--- src/rtl/bidim_demux.sv ---
// bidim_demux: registered one-to-many distributor. One producer word per
// cycle is steered into one of DEPTH one-entry lane buffers (or all of them
// in broadcast mode), each drained by its own valid/ack consumer.
module bidim_demux #(
  parameter  int WIDTH      = 2,
  parameter  int DEPTH      = 4,
  localparam int TOTAL_BITS = WIDTH * DEPTH,
  localparam int SEL_WIDTH  = $clog2(DEPTH)
) (
  input  logic                  m_clk,
  input  logic                  m_rst,
  input  logic [WIDTH-1:0]      m_in,
  input  logic [SEL_WIDTH-1:0]  m_ctrl,
  input  logic                  m_bcast,
  input  logic                  m_valid,
  output logic                  m_ready,
  output logic [TOTAL_BITS-1:0] m_out,
  output logic [DEPTH-1:0]      m_out_valid,
  input  logic [DEPTH-1:0]      m_out_ack,
  output logic                  m_err
);

  // Lane count widened by one bit so an all-ones select can be compared
  // against it even when DEPTH is a power of two.
  localparam logic [SEL_WIDTH:0] DEPTH_W = (SEL_WIDTH + 1)'(DEPTH);

  logic [TOTAL_BITS-1:0] out_reg;
  logic [DEPTH-1:0]      valid_reg;
  logic                  err_reg;

  logic                  in_range;
  logic [DEPTH-1:0]      lane_hit;
  logic [DEPTH-1:0]      lane_free;
  logic [DEPTH-1:0]      ack_eff;
  logic [DEPTH-1:0]      write_en;
  logic                  accept;

  assign in_range  = ({1'b0, m_ctrl} < DEPTH_W);
  // A lane can take a new word if it is empty or its consumer drains it now.
  assign lane_free = ~valid_reg | m_out_ack;
  // Acks on empty lanes carry no meaning and are dropped here.
  assign ack_eff   = valid_reg & m_out_ack;
  assign accept    = m_valid & m_ready;

  // Per-lane decode of the select and of the resulting write strobe.
  generate
    for (genvar gi = 0; gi < DEPTH; gi++) begin : g_lane
      assign lane_hit[gi] = in_range && (m_ctrl == SEL_WIDTH'(gi));
      assign write_en[gi] = accept && (m_bcast || lane_hit[gi]);
    end
  endgenerate

  // Ready: broadcast needs every lane free, a directed write needs its lane
  // free, and an out-of-range select is always taken (and dropped). While
  // reset is asserted the lanes are about to be emptied, so report ready.
  always_comb begin
    m_ready = 1'b1;
    if (m_rst) begin
      m_ready = 1'b1;
    end else if (m_bcast) begin
      m_ready = &lane_free;
    end else if (in_range) begin
      m_ready = |(lane_hit & lane_free);
    end else begin
      m_ready = 1'b1;
    end
  end

  // Lane buffers: a write wins over an ack (overwrite keeps the lane full);
  // an ack alone empties the lane but leaves its data untouched.
  always_ff @(posedge m_clk) begin
    if (m_rst) begin
      out_reg   <= '0;
      valid_reg <= '0;
    end else begin
      for (int i = 0; i < DEPTH; i++) begin
        if (write_en[i]) begin
          out_reg[i*WIDTH +: WIDTH] <= m_in;
          valid_reg[i]              <= 1'b1;
        end else if (ack_eff[i]) begin
          valid_reg[i] <= 1'b0;
        end
      end
    end
  end

  // Sticky error on any accepted directed write that targets no lane.
  always_ff @(posedge m_clk) begin
    if (m_rst) begin
      err_reg <= 1'b0;
    end else if (accept && !m_bcast && !in_range) begin
      err_reg <= 1'b1;
    end
  end

  assign m_out       = out_reg;
  assign m_out_valid = valid_reg;
  assign m_err       = err_reg;

endmodule

--- config.mk ---
export PLATFORM = sky130hd
export DESIGN_NAME = bidim_demux
export DESIGN_NICKNAME = d
export VERILOG_FILES = /design/src/rtl/bidim_demux.sv
export SDC_FILE = /design/constraint.sdc
export NUM_CORES = 1
export LEC_CHECK = 0
export ABC_CLOCK_PERIOD_IN_PS = 1800
export CAP_MARGIN = 20
export CORE_MARGIN = 2
export CORE_UTILIZATION = 43
export CTS_CLUSTER_DIAMETER = 200
export DETAILED_ROUTE_END_ITERATION = 10
export GPL_TIMING_DRIVEN = 0
export HOLD_SLACK_MARGIN = 0.05
export PLACE_DENSITY = 0.77
export SLEW_MARGIN = 5
export SYNTH_ARGS = -nofsm -noshare
export SYNTH_HDL_FRONTEND = slang
export SYNTH_SLANG_ARGS = --single-unit
--- constraint.sdc ---
create_clock -name m_clk -period 1.8 [get_ports m_clk]
set_clock_uncertainty 0.05 [all_clocks]
set_input_delay 0.36 -clock m_clk [delete_from_list [all_inputs] [get_ports m_clk]]
set_output_delay 0.36 -clock m_clk [all_outputs]
set_load 0.02 [all_outputs]
Word level (Yosys, flattened, before mapping)

Cells that the tools add are included.

Bits in registers: 12
Output and inout bits: 14
Input port bits: 12
Logic and storage cells: 41

Bitwise gates (word level): 5
Reduce and logical (&&, ||, !) cells: 15
Mux-type cells: 10
Equality and inequality tests: 3

Operators by type and width:

| kind               | number |
|---|---|
| $mux 1             | 10 |
| $and 4x4->4        | 2 |
| $reduce_bool 2->1  | 4 |
| $eq 2x2->1 const B | 2 |
| $logic_and 1x1->1  | 4 |
| $logic_or 1x1->1   | 4 |
| $not 4->4          | 1 |
| $or 4x4->4         | 1 |
| $reduce_and 4->1   | 1 |
| $reduce_or 4->1    | 1 |
| $eq 2x1->1 const B | 1 |
| $logic_not 2->1    | 1 |
| $and 1x1->1        | 1 |

Depth between registers and ports, before layout

Gate-level depths: netlist of the first run.

Depth after elaboration: 9
Depth in mapped cells: 5
Depth with buffers taken out: 4

Worst setup path before layout of the first run

Ideal clock, no wire load.

Kind: register to output
From: reg valid_reg[3] (netlist: m_out_valid[3])
To: out m_ready
Required time: 1.390 ns
Cell stages (with the launch flop): 5
Path slack: -0.023 ns
Data arrival time: 1.413 ns
Cells stage by stage: dfxtp_1 nand2b_4 mux4_2 nor2_1 o21bai_1

Word-level cells in the longest chain between the ends: 6
Elaborated cells on any way between the ends: 7
Those cells by class: 2 x mux; 3 x bitwise; 2 x reduce/logical

Ends and longest elaborated chain:

| what                            | line | source |
|---|---|---|
| start, declared                 | 28   | `logic [DEPTH-1:0] valid_reg;` |
| start signal, assigned          | 74   | `valid_reg <= '0;` |
| start signal, assigned by index | 79   | `valid_reg[i] <= 1'b1;` |
| start signal, assigned by index | 81   | `valid_reg[i] <= 1'b0;` |
| $not 4->4 (*)                   | 40   | `assign lane_free = ~valid_reg \| m_out_ack;` |
| $or 4x4->4 (*)                  | 40   |  |
| $and 4x4->4                     | 63   | `m_ready = \|(lane_hit & lane_free);` |
| $reduce_or 4->1                 | 63   |  |
| $mux 1 (*)                      | 60   | `end else if (m_bcast) begin` |
| $mux 1 (*)                      | 58   | `if (m_rst) begin` |
| end, declared                   | 16   | `output logic m_ready,` |

Mark *: on every way between the ends. The rest lies on a longest branch, timed or not.

Worst setup path after layout of the first run

From: reg valid_reg[1] (netlist: m_out_valid[1])
To: out m_ready

The elaborated chain is that of the path after synthesis.

==> run metrics, run 1 <==
Hold Slack 406.6 ps; Critical-path top delay cell mux4_2; VDD IR max 0.4971 mV; Final Critical Period 1924 ps; Synthesized Nets 74; initial antenna violation count 0; layout cells sized above 1 42.55%; maximum buffer depth of the clock tree 2; Fin. Hold Viols 0; HP Start m_out_ack[1]; clock sink count 12; RePlAce Congestion 0.6971; Max Fclk 519.7 MHz; post-synthesis sequential area ratio 32.05%; CORE AREA 1689 µm²; die height 45.75 µm; GRT Residual Overflow 0; Avg Inst Size Synth 12.09 µm²; Total GRT Usage 16.11%; Leak 0.4541 nW; failing checks setup timing; Ports 26; drt first pass iters 4; root buffer cell clkbuf_4; nets 107; vias per inst 4.946; Antenna Nets Post-Route 0; Area Overhead vs Synth 44.74%; yosys warns 0; Hold Crit Class primary input to register; Cell Rows 15; post-synthesis cell type count 21; DRC viols 0; crit end category output pin; CTS tree done; overall power 0.7123 mW; critical path type register to output pin; critical path arrival 1510 ps; final setup vio count 2; crit path from m_out_valid[1]$_SDFFE_PP0P_; hpwl dp 978.1 µm; Post-Layout Cell Count 111; CP required 1390 ps; outcome finished, violations left; Routed WL per cell 12.26 µm; pre-CTS WS -930.8 ps; largest net degree at the start of global routing 11; Die Area 2093 µm²; WP depth 5; H-tree levels 1; via count 549; worst-path maximum fanout 4; unrepaired setup endpoints after global routing true; vias in the first global route 525; setup ws final -124.3 ps; CP Cell Sequence nand2b_4, mux4_2, nor2_1, o21bai_1, buf_4; Worst path max stage delay 490 ps; Post-Syn Instances 62; clock edge transition at the registers on the reported setup and hold paths 80 ps; Routed WL 1361 µm; Max Slew Vio Count 0; post-synthesis register bit count 12; reg2reg setup slack 0 ps; Starting Density 44.37%; Register-to-Register Path Depth 5; max-capacitance violation count 0; hold-fix buffers at CTS 0; critical path endpoint m_ready; first-pass GRT wire length 2263 µm; TritonCTS Buffers 3; initial detailed-routing violation count 2; # diodes 0; Buf+Inv Stages, Crit Path 1; Final TNS setup -126.5 ps; Post-Syn Area 749.5 µm²; capture point of the worst reg-to-reg path m_out[2]$_SDFFE_PP0P_; die width 45.75 µm; PD cells 656.6 nW/µm²; CP Launch Type register; kind of cell adding the most delay to the critical path multiplexers; crit share post-route 106.9%; Clock Latency Late Sink 280 ps; I/O Buffers 24; Reg-to-Reg Start m_out_valid[1]$_SDFFE_PP0P_; Post-Place Cells 103
## metal layers
metal	vias up	track usage, %	wire length (µm)
met1	238	18.93	607
li1	283	-	-
met2	23	25.07	626
met4	0	12.00	44
met5	-	0	0
met3	5	3.968	83
## cell type report
cell class	instances	area (µm²)
Fill cell	151	604.3
Multi-Input combinational cell	45	470.5
Timing Repair Buffer	28	266.5
Sequential cell	12	245.2
Buffer	4	41.29
Clock buffer	4	36.28
Tap cell	17	21.27
Inverter	1	3.754
## metrics by stage
stage                     area, µm²  util (%)
after global placement         1016     60.15
after CTS                      1080     63.93
after floorplan               754.5         -
after global routing           1085     64.22
final                          1085     64.22
after detailed placement       1016     60.15
## placed cells by master (no fill, tap or decap)
master           count
clkdlybuf4s50_1     17
or2b_2               9
mux2i_1              8
dfxtp_1              8
buf_4                7
a21oi_1              5
clkdlybuf4s15_1      5
nand2b_4             4
o311ai_4             4
dfxtp_2              4
o21a_1               3
clkbuf_4             3
nor2_1               2
nand2b_2             2
and2b_2              2
buf_8                1
inv_1                1
a41oi_1              1
mux4_2               1
buf_6                1
o21bai_1             1
a41o_2               1
and2b_1              1
conb_1               1
clkbuf_8             1
dlygate4sd2_1        1
## cell families after synthesis
kind of cell | synth area share [%]
compound gates | 24.04
simple gates | 24.54
other cells | 0.5004
mux | 13.69
flops | 32.05
buf+inv | 5.174
## timing repair
| item | CTS | global route |
|---|---|---|
| setup endpoints to repair | 13 | 7 |
| gates resized for setup | 21 | 2 |
| pin swaps | 2 | 3 |
| setup buffers | 4 | 1 |
## registers in the layout, indices dropped and copies added (netlist names)
signal / flops
m_out_valid: 4
m_out: 8
## worst min-delay path, cell delays in order
cell             delay (ps)
clkdlybuf4s15_1         160
nand2b_4                130
a21oi_1                  50
## cell usage after synthesis (all sizes together)
cell type / count / share of area [%]
inv: 1 / 0.50
o21a: 3 / 3.0
o311ai: 4 / 14
dlygate4sd1: 1 / 1.2
o21bai: 1 / 1.0
dfxtp: 12 / 32
a41o: 1 / 1.5
buf: 2 / 1.7
clkbuf: 1 / 1.8
conb: 1 / 0.50
and2b: 3 / 3.3
mux4: 1 / 3.0
nor2: 2 / 1.0
mux2i: 8 / 11
a21oi: 5 / 3.3
a41oi: 1 / 1.2
nand2b: 6 / 9.7
or2b: 9 / 11
## power by group
group	internal, mW	switching [mW]	leakage, nW
combinational	0.111	0.0909	0.333
sequential	0.285	0.0112	0.100
clock	0.123	0.0911	0.0210
total	0.519	0.193	0.454
## worst min path at each step
| stage | cells past startpoint | slack [ps] | end |
|---|---|---|---|
| 2_1_floorplan | 2 | 470 | m_out_valid[1]$_SDFFE_PP0P_ |
| 3_3_place_gp | 2 | 420 | m_out[1]$_SDFFE_PP0P_ |
| 3_5_place_dp | 2 | 430 | m_out[1]$_SDFFE_PP0P_ |
| 4_1_cts | 3 | 400 | m_out_valid[1]$_SDFFE_PP0P_ |
| 5_1_grt | 3 | 420 | m_out_valid[1]$_SDFFE_PP0P_ |
| 6_report | 3 | 410 | m_out_valid[1]$_SDFFE_PP0P_ |
Power figures use the tool's default switching activity.
==> inputs of run 2 (changes only) <==
GPL_ROUTABILITY_DRIVEN = 0   (was not set)
HOLD_SLACK_MARGIN = 0.1   (was 0.05)
==> results of run 2 <==
Same layout as run 1: the final DEF is identical, and so are final timing and power.
==> RTL edit 1: new RTL, config.mk and constraints of run 1 <==
Reset style: asynchronous (`m_rst`), changed in 2 clocked blocks.
--- a/src/rtl/bidim_demux.sv
+++ b/src/rtl/bidim_demux.sv
@@ -70,3 +70,3 @@
   // an ack alone empties the lane but leaves its data untouched.
-  always_ff @(posedge m_clk) begin
+  always_ff @(posedge m_clk or posedge m_rst) begin
     if (m_rst) begin
@@ -87,3 +87,3 @@
   // Sticky error on any accepted directed write that targets no lane.
-  always_ff @(posedge m_clk) begin
+  always_ff @(posedge m_clk or posedge m_rst) begin
     if (m_rst) begin
Check against the original RTL: differs if m_rst is asserted again (counterexample within 4 cycles, from zero or initial values and one cycle with m_rst high); with m_rst held inactive, the same outputs for 10 cycles.
==> RTL edit 1 against run 1 <==
The run still ends with setup timing left; utilization rose by 8.2 points; sequential power rose by 16%; total power rose by 25%; worst setup slack got worse by 98 ps; synthesized area fell by 15%; sequential cell count did not move; combinational power rose by 66%; first-iteration DRC count fell by 100%; design area fell by 9.9%; non-clock buffer count fell by 5; routed wire length rose by 0.96%; largest cell class unchanged; largest power group unchanged.
==> RTL edit 1: results (changes against run 1) <==
Setup path
  – CP arrival: 1610 ps (+100 ps)
  – Worst r2r src: m_out_valid[3]
  – Critical path origin: m_ctrl[0]
  – Worst R2R End: m_out[4]
  – R2r setup slk: -190 ps (-190 ps)

Route
  – Drt total wl: 1.37 mm (+0.96%)
  – 1st-pass router iterations: 1 (-3)
  – Wire length on met1: 573 um (-5.6%)
  – Met3 wire len: 68 um (-18%)
  – Iter 0 DRT Violations: 0 (-2)
  – Via density per instance: 5.19 (+4.9%)
  – Routed wl met2: 732 um (+17%)

Cells and area
  – Non-clk buf share: 26.0% (-2.4 points)
  – Reg area: 305 um2 (+24%)
  – Layout net count: 93 (-13%)
  – Plain + repair buffers: 27 (-16%)
  – Final Util: 72.4% (+8.2 points)
  – Multi-input gate area: 359 um2 (-24%)
  – Clock network area share: 3.71% (+0.37 points)
  – Non-filler instance count after layout: 95 (-14%)
  – Filler cells: 113 (-25%)

Synth
  – Post-synth top cells: dfrtp_1 (12), mux2_1 (8), a211oi_2 (4), nor2b_4 (4), or2_2 (4)
  – Synthesized Nets: 62 (-16%)
  – Most area-consuming cells after synthesis: dfrtp_1 (47%), mux2_1 (14%), nor2b_4 (8.6%), a211oi_2 (7.8%), or2_2 (3.9%)
  – Post-synthesis sequential area ratio: 46.9% (+15 points)
  – Avg Cell Area, Syn: 12.8 um2 (+6.0%)

Global routing
  – Largest net degree at the start of global routing: 14 (+3)
  – Grt met1 use: 20.8% (+1.9 points)
  – GRT Total Usage: 18.0% (+1.9 points)
  – Grt met3 use: 4.31% (+0.34 points)
  – Vias in the first global route: 546 (+4.0%)
  – First-pass GRT wire length: 2.41 mm (+6.4%)

Outcome
  – Status: finished with violations
  – Violated checks: setup timing

Timing
  – Worst setup margin: -222 ps (-98.1 ps)
  – Final setup fails: 13 (+11)
  – Worst Hold Slack: 421 ps (+14.8 ps)

Placed design
  – DP HPWL: 1.06 mm (+8.3%)
  – Global placement routability congestion: 0.714 (+2.4%)
  – Pre-CTS setup slack: -995 ps (-64.7 ps)
  – DP Cell Count: 89 (-14%)

Pwr
  – VDD IR max: 0.000601 V (+21%)
  – LEAKAGE: 0.409 nW (-9.9%)
  – Switching Share: 30.6% (+3.5 points)

Clock tree
  – Post-CTS setup buffers: 2 (-2)
  – CTS resizes: 14 (-33%)
  – Clk_lat worst skew: 260 ps (-20 ps)

Min path
  – HP Class: in -> async
## RTL edit 1: power groups by stage
stage / Combinational [W] / Clock [W] / Sequential [W]
global route: 0.000357 / 0.000233 / 0.000351
CTS: 0.000338 / 0.000218 / 0.000346
detailed placement: 0.000319 / 0 / 0.000351
floorplan: 0.000104 / 0 / 0.000410
global placement: 0.000315 / 0 / 0.000346
finish: 0.000335 / 0.000210 / 0.000344
## RTL edit 1: cells by family after synthesis
family | count (synthesis) | synth area share [%]
DFF | 12 | 46.9
AOI/OAI and AO/OA | 10 | 14.5
other | 1 | 0.585
buffers and inverters | 2 | 1.76
muxes | 9 | 17.6
and+or+nand+nor | 16 | 18.8
## RTL edit 1: worst max-delay path: stages
cell and delay, ps:
clkdlybuf4s50_1 570, mux4_2 340, o211ai_1 170, buf_4 160
==> RTL edit 2: new RTL, config.mk and constraints of run 1 <==
Made on the original files. The parameter `DEPTH` goes from 4 to 16.
--- a/src/rtl/bidim_demux.sv
+++ b/src/rtl/bidim_demux.sv
@@ -5,3 +5,3 @@
   parameter  int WIDTH      = 2,
-  parameter  int DEPTH      = 4,
+  parameter  int DEPTH      = 16,
   localparam int TOTAL_BITS = WIDTH * DEPTH,
Ports: changed (resized m_ctrl, m_out, m_out_ack and m_out_valid); port bits go from 26 to 76. No check against the original RTL was run, so the function may have changed too.
==> RTL edit 2 against run 1 <==
The run still ends with setup timing left; sequential share of layout area up 0.26 points; critical path depth up 3; worst setup slack worse by 150 ps; clock power grew to 4.2 times the old value; highest routed layer unchanged; routed wire length increased to 5.7 times the old value; via count increased to 4.5 times the old value; largest cell class unchanged; design area rose to 3.9 times the old value; synthesized area grew to 3.6 times the old value; non-clock buffer count increased by 96; critical path type is now in -> out; synthesized cell count rose to 4.4 times the old value; total power rose to 4.4 times the old value; sequential cell count up 36.
==> RTL edit 2: results (changes against run 1) <==
Outcome
  – Status: finished with violations
  – Violated checks: setup timing

Cells and area
  – Max reg flops: 32 (+24)
  – Non-filler instance count after layout: 461 (+320%)
  – Layout net count: 412 (+290%)
  – Fraction of layout cells with a size suffix above 1: 34.7% (-7.8 points)
  – Filler cells: 460 (+200%)

Pwr
  – Comb pwr: 0.00102 W (+400%)
  – VDD IR max: 0.000490 V (-1.5%)
  – P_seq: 0.00120 W (+310%)
  – Pint: 0.00220 W (+320%)

Synth
  – Top_reg_cell synth: dfxtp_1
  – Post-Synthesis Cells: 272 (+340%)
  – Netlist cell types: 41 (+95%)
  – Post-synth top cells: nand2b_1 (50), dfxtp_1 (48), mux2i_1 (32), a21oi_1 (24), nor2_1 (18)
  – Post-synthesis sequential area ratio: 35.6% (+3.5 points)
  – Most area-consuming cells after synthesis: dfxtp_1 (36%), mux2i_1 (12%), nand2b_1 (12%), a32oi_4 (10%), a21oi_1 (4.4%)
  – Synthesized Nets: 298 (+300%)

Setup path
  – CP max stage cell: a211o_1
  – CP arrival: 1660 ps (+150 ps)
  – Crit-path max cell delay: 320 ps (-170 ps)
  – Cell family with most CP delay: compound AO/OA/AOI/OAI gates
  – Worst-path fanout max: 5 (+1)

Route
  – Drt total wl: 7.77 mm (+470%)
  – Via density per instance: 5.38 (+8.7%)
  – Iter 0 DRT Violations: 145 (+143)

Clock tree
  – CTS resizes: 88 (+320%)
  – Num CTS Buffers: 5 (+2)
  – Post-CTS setup buffers: 28 (+24)
  – Root buffer cell: clkbuf_8
  – H-tree depth: 2 (+1)
  – Clk_lat worst skew: 300 ps (+20 ps)

Placed design
  – Post-place instance area: 3530 um2 (+250%)
  – Pre-CTS setup slack: -1250 ps (-317 ps)
  – PortBufs: 72 (+200%)
  – DP Cell Count: 419 (+310%)
  – DP HPWL: 5.28 mm (+440%)

Global routing
  – GRT Total Usage: 21.9% (+5.8 points)
  – Largest net degree at the start of global routing: 15 (+4)

Timing
  – Final setup TNS: -4700 ps (-4580 ps)
  – Final setup fails: 48 (+46)
  – Worst setup margin: -274 ps (-150 ps)

Min path
  – HP Class: in -> reg
==> RTL edit 2: cell types whose count changed after synthesis, moves of 12 or more <==
cell      delta
nor2_1      +16
a21oi_1     +19
nand2b_1    +50
clkbuf_1    +12
dfxtp_1     +36
inv_1       +14
mux2i_1     +24
==> RTL edit 2: metrics by stage <==
| stage | utilization [%] | power, W |
|---|---|---|
| 2_1_floorplan | - | 0.00173 |
| 3_3_place_gp | 59.0 | 0.00202 |
| 3_5_place_dp | 59.0 | 0.00203 |
| 4_1_cts | 69.0 | 0.00309 |
| 6_report | 71.1 | 0.00312 |
| 5_1_grt | 71.1 | 0.00324 |
==> RTL edit 2: area by class of cell <==
cell class / instances / area share, %
buffer: 21 / 3.61
clock buffer: 5 / 1.62
clock inverter: 2 / 1.41
inverter: 15 / 1.32
multi-input combinational: 188 / 43.8
sequential: 48 / 22.9
tap: 75 / 2.20
timing repair buffer: 107 / 23.2
==> RTL edit 2: routing by layer <==
metal  GRT usage [%]  vias up  part of all wire (%)
li1                -     1183                     -
met5               0        -                     0
met2            36.1       83                    49
met3            3.28       17                   3.6
met4            7.60        0                   2.1
met1            29.2     1195                    46
==> RTL edit 2: cells by family (layout without fill, tap and decap cells) <==
logic type	after synthesis	count (layout)	share of synthesized area (%)
AND/OR/NAND/NOR	93	93	19.9
AO/OA/AOI/OAI	59	59	24.6
flip-flops	48	48	35.6
buffers and inverters	36	150	6.49
multiplexers	35	35	13.3
other	1	1	0.139
==> RTL edit 2: path summary, 6_finish.rpt <==
check                  start             end  slack [ps]  depth (start not counted)
max reg2reg  m_out_valid[12]        m_out[6]        -160                          8
min             m_out_ack[3]  m_out_valid[3]         430                          3
min reg2reg        m_out[17]       m_out[17]         430                          2
max                m_ctrl[1]         m_ready        -270                          8
